<file path="config.mk">
export PLATFORM = sky130hd
export DESIGN_NAME = uart_rx_ctrl
export DESIGN_NICKNAME = d
export VERILOG_FILES = /design/src/rtl/uart_pkg.sv /design/src/rtl/uart_baud_counter.sv /design/src/rtl/uart_rx_ctrl.sv
export SDC_FILE = /design/constraint.sdc
export NUM_CORES = 1
export LEC_CHECK = 0
export ABC_AREA = 1
export CORE_MARGIN = 2
export CORE_UTILIZATION = 60
export CTS_CLUSTER_DIAMETER = 50
export DETAILED_ROUTE_END_ITERATION = 7
export DONT_BUFFER_PORTS = 1
export HOLD_SLACK_MARGIN = 0.15
export PLACE_DENSITY = 0.76
export SYNTH_ARGS = -nofsm -noshare
export SYNTH_HDL_FRONTEND = slang
export SYNTH_HIERARCHICAL = 1
export SYNTH_SLANG_ARGS = --single-unit
</file>
<file path="constraint.sdc">
create_clock -name clk -period 1.7 [get_ports clk]
set_input_delay 0.255 -clock clk [delete_from_list [all_inputs] [get_ports clk]]
set_output_delay 0.255 -clock clk [all_outputs]
set_load 0.05 [all_outputs]
</file>
<file path="src/rtl/uart_pkg.sv">
// Shared UART definitions: one-hot FSM state encodings and frame defaults,
// common to the receive and transmit controllers.
package uart_pkg;

    // Default number of data bits carried in one frame.
    localparam int UART_DATA_BITS_DEFAULT = 8;

    // One-hot controller states; any other pattern is treated as illegal.
    typedef enum logic [3:0] {
        S_IDLE    = 4'b0001,
        S_START   = 4'b0010,
        S_READING = 4'b0100,
        S_STOP    = 4'b1000
    } uart_state_e;

endpackage

</file>
<file path="src/rtl/uart_baud_counter.sv">
// Bit-period counter: counts clk cycles from an explicit clear and flags the
// half-period and full-period points. It never wraps on its own; it parks at
// the full-period value until the owner clears it.
module uart_baud_counter #(
    parameter int CLK_DIV = 16
) (
    input  logic clk,
    input  logic rst,
    input  logic clear,
    output logic half_hit,
    output logic full_hit
);

    localparam int CNT_W = $clog2(CLK_DIV);
    localparam logic [CNT_W-1:0] HALF_LAST = CNT_W'(CLK_DIV / 2 - 1);
    localparam logic [CNT_W-1:0] FULL_LAST = CNT_W'(CLK_DIV - 1);

    logic [CNT_W-1:0] cnt;

    // Count up from the last clear, holding at the full-period value.
    always_ff @(posedge clk) begin
        if (rst || clear) begin
            cnt <= '0;
        end else if (cnt != FULL_LAST) begin
            cnt <= cnt + CNT_W'(1);
        end
    end

    assign half_hit = (cnt == HALF_LAST);
    assign full_hit = (cnt == FULL_LAST);

endmodule

</file>
<file path="src/rtl/uart_rx_ctrl.sv">
// UART receive controller: synchronizes rx, detects the start edge, samples
// each data bit mid-period, checks the stop bit and presents the byte.
//
// Output strobes: valid and frame_err are single-cycle pulses with no
// back-pressure (there is no ready). data is stable from the valid cycle
// until the next valid, so a consumer captures it in the cycle valid is high.
// The two strobes are mutually exclusive.
module uart_rx_ctrl
    import uart_pkg::*;
#(
    parameter int CLK_DIV          = 16,
    parameter int DATA_BYTE_LENGTH = UART_DATA_BITS_DEFAULT
) (
    input  logic       clk,
    input  logic       rst,
    input  logic       rx,
    output logic [7:0] data,
    output logic       valid,
    output logic       frame_err,
    output logic       busy,
    output logic [3:0] state
);

    if (CLK_DIV < 4) begin : g_bad_clk_div
        $error("uart_rx_ctrl: CLK_DIV must be >= 4");
    end
    if (DATA_BYTE_LENGTH < 1 || DATA_BYTE_LENGTH > 8) begin : g_bad_data_len
        $error("uart_rx_ctrl: DATA_BYTE_LENGTH must be 1..8");
    end

    localparam logic [2:0] LAST_BIT = 3'(DATA_BYTE_LENGTH - 1);

    uart_state_e state_q;
    logic        rx_meta;
    logic        rx_s;
    logic        rx_s_d;
    logic [2:0]  bit_cnt;
    logic [7:0]  shift_q;
    logic        baud_clr;
    logic        half_hit;
    logic        full_hit;

    assign state = state_q;
    assign busy  = (state_q != S_IDLE);

    // Two-flop synchronizer plus one delayed copy for falling-edge detection.
    always_ff @(posedge clk) begin
        if (rst) begin
            rx_meta <= 1'b1;
            rx_s    <= 1'b1;
            rx_s_d  <= 1'b1;
        end else begin
            rx_meta <= rx;
            rx_s    <= rx_meta;
            rx_s_d  <= rx_s;
        end
    end

    // Restart the bit-period count while idle and at every sampling point.
    always_comb begin
        baud_clr = 1'b0;
        case (state_q)
            S_IDLE:            baud_clr = 1'b1;
            S_START:           baud_clr = half_hit;
            S_READING, S_STOP: baud_clr = full_hit;
            default:           baud_clr = 1'b1;
        endcase
    end

    uart_baud_counter #(
        .CLK_DIV (CLK_DIV)
    ) u_baud (
        .clk      (clk),
        .rst      (rst),
        .clear    (baud_clr),
        .half_hit (half_hit),
        .full_hit (full_hit)
    );

    // Frame FSM with shift register and registered output strobes.
    always_ff @(posedge clk) begin
        if (rst) begin
            state_q   <= S_IDLE;
            data      <= '0;
            valid     <= 1'b0;
            frame_err <= 1'b0;
            bit_cnt   <= '0;
            shift_q   <= '0;
        end else begin
            valid     <= 1'b0;
            frame_err <= 1'b0;
            case (state_q)
                S_IDLE: begin
                    if (rx_s_d && !rx_s) begin
                        state_q <= S_START;
                    end
                end
                S_START: begin
                    if (half_hit) begin
                        if (!rx_s) begin
                            state_q <= S_READING;
                            bit_cnt <= '0;
                            shift_q <= '0;
                        end else begin
                            state_q <= S_IDLE;
                        end
                    end
                end
                S_READING: begin
                    if (full_hit) begin
                        shift_q[bit_cnt] <= rx_s;
                        if (bit_cnt == LAST_BIT) begin
                            bit_cnt <= '0;
                            state_q <= S_STOP;
                        end else begin
                            bit_cnt <= bit_cnt + 3'd1;
                        end
                    end
                end
                S_STOP: begin
                    if (full_hit) begin
                        state_q <= S_IDLE;
                        if (rx_s) begin
                            data  <= shift_q;
                            valid <= 1'b1;
                        end else begin
                            frame_err <= 1'b1;
                        end
                    end
                end
                default: begin
                    state_q <= S_IDLE;
                end
            endcase
        end
    end

endmodule

</file>
# Word-level counts from Yosys, hierarchy flattened
# Cells that the tools add are included.
# word_totals
elab_cells	63
output_inout_bits	15
in_bits	3
ff_bits	32
# op_classes
n_reduce_logical	10
muxes	22
addsub	2
eq_ne	15
n_bitwise	2
magnitude_cmp	2
# ops
op	count
$mux 8	3
$mux 4	5
$pmux 4 s4	1
$pmux 8 s2	1
$mux 3	5
$ne 2x2->1 const B	6
$bwmux 8	1
$eq 4x3->1 const B	2
$eq 4x4->1 const B	2
$pmux 3 s2	1
$reduce_and 5->1	1
$add 4x1->4 const B	1
$eq 4x1->1 const B	1
$eq 4x2->1 const B	1
$lt 3x4->1 const B	1
$ne 4x1->1 const B	1
$ne 4x4->1 const B	1
$reduce_and 4->1	1
$add 3x1->3 const B	1
$demux 1 s3	1
$eq 3x3->1 const B	1
$ge 3x1->1 const B	1
$mux 1	3
$reduce_and 3->1	1
8 further kinds	10

# Longest topological paths before layout
# logic_depth
word_depth	7
depth_mapped	10
depth_no_buf	10

# Cells and area by module
# Netlist, hierarchy kept.
# by_module_without_submodules
mod	area_each_um2	cells_per_inst	n_inst	seq_area_each_um2
uart_rx_ctrl	1321.3	187	1	560.5
uart_baud_counter	207.7	30	1	80.1

# Worst setup path before layout
# No wires, ideal clock.
# synth_timing
kind	reg-to-reg
from	register state_q[3], in the netlist state[3]
to	register data[6]
setup_time_ns	0.132
synth_period_minus_slack_ns	1.654
arrival_ns	1.522
path_buffers	0
stages_incl_launch_ff	8
required_ns	1.568
slack_ns	0.046
cell_sequence	dfxtp_1 inv_1 nor2_1 nand2_1 nor2_2 nand2_2 nand2_1 a21oi_1
# synth_via
elab_chain_cells	2
# synth_lines
item	line_no	rtl
from (decl)	uart_rx_ctrl.sv:33	uart_state_e state_q;
from (signal assigned)	uart_rx_ctrl.sv:83	state_q <= S_IDLE;
from (signal assigned)	uart_rx_ctrl.sv:95	state_q <= S_START;
from (signal assigned)	uart_rx_ctrl.sv:101	state_q <= S_READING;
$eq 4x4->1	uart_rx_ctrl.sv:92	case (state_q)
$reduce_and 3->1 (no line)	-	
to (signal assigned)	uart_rx_ctrl.sv:124	data <= shift_q;
to (decl)	uart_rx_ctrl.sv:17	output logic [7:0] data,
# Every way passes these cells.
# A chain may end at the register's enable or synchronous reset.

# Worst setup path in the final report
# layout_timing
from	register state_q[2], in the netlist state[2]
to	output busy
# layout_via
elab_chain_cells	1
# layout_lines
item	line_no	rtl
$ne 4x1->1	uart_rx_ctrl.sv:44	assign busy = (state_q != S_IDLE);
to (decl)	uart_rx_ctrl.sv:20	output logic busy,
# Every way passes these cells.

==> results.cfg <==
[status]
status = complete, but fails checks
violations = hold timing

[clock_network]
clk_pin_slew_ps = 100
cts_hold_buf = 4
insertion_delay_ps = 330
cts_buffer_depth = 2
clock_sinks = 32
cts_tree = yes
cts-buffers-inserted = 5
cts_root_buf = clkbuf_4
htree_levels = 2
postCtsSetupRepairBufs = 0

[synthesis]
synth_area_per_cell_um2 = 7.05
syn_area_um2 = 1530
ys_warn_count = 6
ys_seq_elements = 32
synth_nets = 223
ys_types = 22
seq_area_frac_synth_pct = 41.9
netlist_instances = 217

[setup_path]
endpoint_kind = output port
critPathLaunchType = flip-flop
crit_type = flip-flop to output port
crit_chain = nor2_2 > nand2_1 > buf_4
reg2regPathDepth = 9
crit_required_ps = 1440
worstSetupStartpoint = state[2]
worstReg2RegStart = u_baud/cnt[0]
cp_top_family = simple AND/OR/NAND/NOR gates
rr_endpoint = shift_q[3]
crit_fanout = 6
cp.arrival_ps = 1360
path_buf_inv = 1
critPathMaxStageDelay_ps = 380
critPathSlowestCell = dfxtp_1
rrSetupSlack_ps = 140

[route]
finalWirelength_um = 3100
vias = 1395
ant_nets = 0
wl_per_cell_um = 11.8
drtIter0Drc = 30
routed_via_density = 5.30
drt-pass1-iter-count = 4
drc_errors = 0

[layout]
n_antenna_cell = 0
syn2layout_area_growth_pct = 17.7
drive_gt1_share_pct = 19.7
layout_common_cells = 59 x nand2_1, 31 x nand3_1, 29 x dfxtp_1
seq_area_um2 = 647
multiInputGateArea_um2 = 805
fin_util_pct = 73.3
fin_nets = 238
layout_commonest_cell = nand2_1
fill_cells = 190

[min_path]
hold_path.class = input port to flip-flop
hold_path_depth = 1
min-delay-start = rst
hold_end = shift_q[6]

[placed_design]
place_ws_ps = -15.0
io_buffers = 0
globalplace.congestion = 0.860
hpwl_um = 2160

[floorplanning]
initial_core_util_pct = 62.3
dieArea_um2 = 2970
die_w_um = 54.5
core_area_um2 = 2450
die_h_um = 54.5
rows = 18
io-pin-count = 18

[pwr]
pwr-share-comb_pct = 33.5
switching_share_pct = 37.5
power.density_nw_per_um2 = 1250
peakVddDrop_v = 0.00132
seq_power_share_pct = 37.7
pwr-share-clk_pct = 28.9
leakage_uw = 0.000764
power.switching_uw = 846
p_int_uw = 1410
power_uw = 2250

[timing]
tightestPinTransition_ps = 510
post-route-period-util_pct = 95.3
hold_viol = 21
slew_headroom_pct = 66.0
fin_setup_tns_ps = 0
post-route-min-period_ps = 1620
layout_setup_ws_ps = 80.7
slew_viol_final = 0
clock.fmax_mhz = 618
fin_skew_ps = 8.08
finalSetupViolations = 0
hold_slack_ps = -21.5

[grt]
grt_max_degree = 27
track_usage_pct = 22.9
antenna_found_initial = 0
grt_pass1_wl_um = 4820
grt_overflow_total = 0
grt_pass1_vias = 1163

[run]
cap_violations = 0
[kinds of logic (layout without fill, tap and decap cells)]
| kind of cell | Yosys count | after routing | synth area share [%] |
|---|---|---|---|
| adders and majority gates | 3 | 3 | 2.46 |
| AOI/OAI and AO/OA | 23 | 23 | 7.61 |
| buffers and inverters | 33 | 49 | 8.84 |
| DFF | 32 | 32 | 41.9 |
| and+or+nand+nor | 126 | 126 | 39.2 |
[worst max path at each step]
| stage | to | cells after the start |
|---|---|---|
| 3_5_place_dp | u_baud/cnt[2] | 10 |
| 4_1_cts | shift_q[7] | 9 |
| 3_3_place_gp | u_baud/cnt[2] | 10 |
| 6_report | busy | 3 |
| 5_1_grt | busy | 3 |
| 2_1_floorplan | data[6] | 7 |
[synth_stat cells]
library cell	n	share of area, %
buf_6	1	0.74
nand3_1	32	10
nand3b_1	1	0.49
nand4_1	1	0.41
inv_1	26	6.4
dfxtp_1	32	42
a21oi_1	21	6.9
nor3_1	2	0.65
nor2_1	14	3.4
o21ai_0	1	0.33
nor2_4	3	2.2
nor2_8	1	1.3
buf_4	1	0.49
clkbuf_1	3	0.74
nand3_2	3	2.0
inv_2	2	0.49
a31oi_1	1	0.41
nor2_2	4	1.6
nand2_2	2	0.82
nand2_1	61	15
ha_1	3	2.5
or2_2	2	0.82
[through the flow]
stage          instances  area (um2)
2_1_floorplan        217        1530
3_3_place_gp         251        1600
3_5_place_dp         251        1600
4_1_cts              263        1750
5_1_grt              263        1800
6_report             263        1800
[worst register-to-register path: stages, from the launching register on]
cell	delay, ps
dfxtp_4	390
ha_4	150
nand2_1	70
nor2_2	160
inv_2	80
nand3_2	100
nand3_2	110
nor2_4	220
nand2_1	70
a21oi_1	150
[metal layers]
metal | share of wire, % | GRT usage, % | up-vias
met5 | 0 | 0 | -
met4 | 1.6 | 9.17 | 0
met3 | 4.0 | 5.74 | 7
met2 | 48 | 37.8 | 32
met1 | 46 | 28.4 | 634
li1 | - | - | 722
[area by class of cell]
| class | instances | share of cell area (%) |
|---|---|---|
| multi-input cells | 152 | 44.7 |
| flip-flops and latches | 32 | 36.0 |
| repair buffers | 13 | 5.98 |
| inverters | 28 | 5.98 |
| clock buffers | 7 | 3.62 |
| well taps | 30 | 2.09 |
| clock inverters | 1 | 1.67 |
[what timing repair did]
action / 4_1_cts / 5_1_grt
endpoints found under the hold margin: 31 / 26
pin swaps: 0 / 2
endpoints found under the setup margin: 3 / 22
resized for setup: 3 / 14
[power by group through the flow]
| stage | Clock (uW) | Sequential (uW) | Combinational [uW] |
|---|---|---|---|
| detailed placement | 0 | 857 | 694 |
| global route | 685 | 856 | 819 |
| CTS | 652 | 840 | 725 |
| floorplan | 0 | 961 | 454 |
| global placement | 0 | 854 | 688 |
| finish | 651 | 849 | 754 |
[state kept, by name, indices dropped and copies added, names as in the netlist]
register / cells
bit_cnt: 3
data: 8
frame_err: 1
rx_meta: 1
rx_s: 1
rx_s_d: 1
shift_q: 8
state: 4
u_baud/cnt: 4
valid: 1
Power figures use the tool's default switching activity.
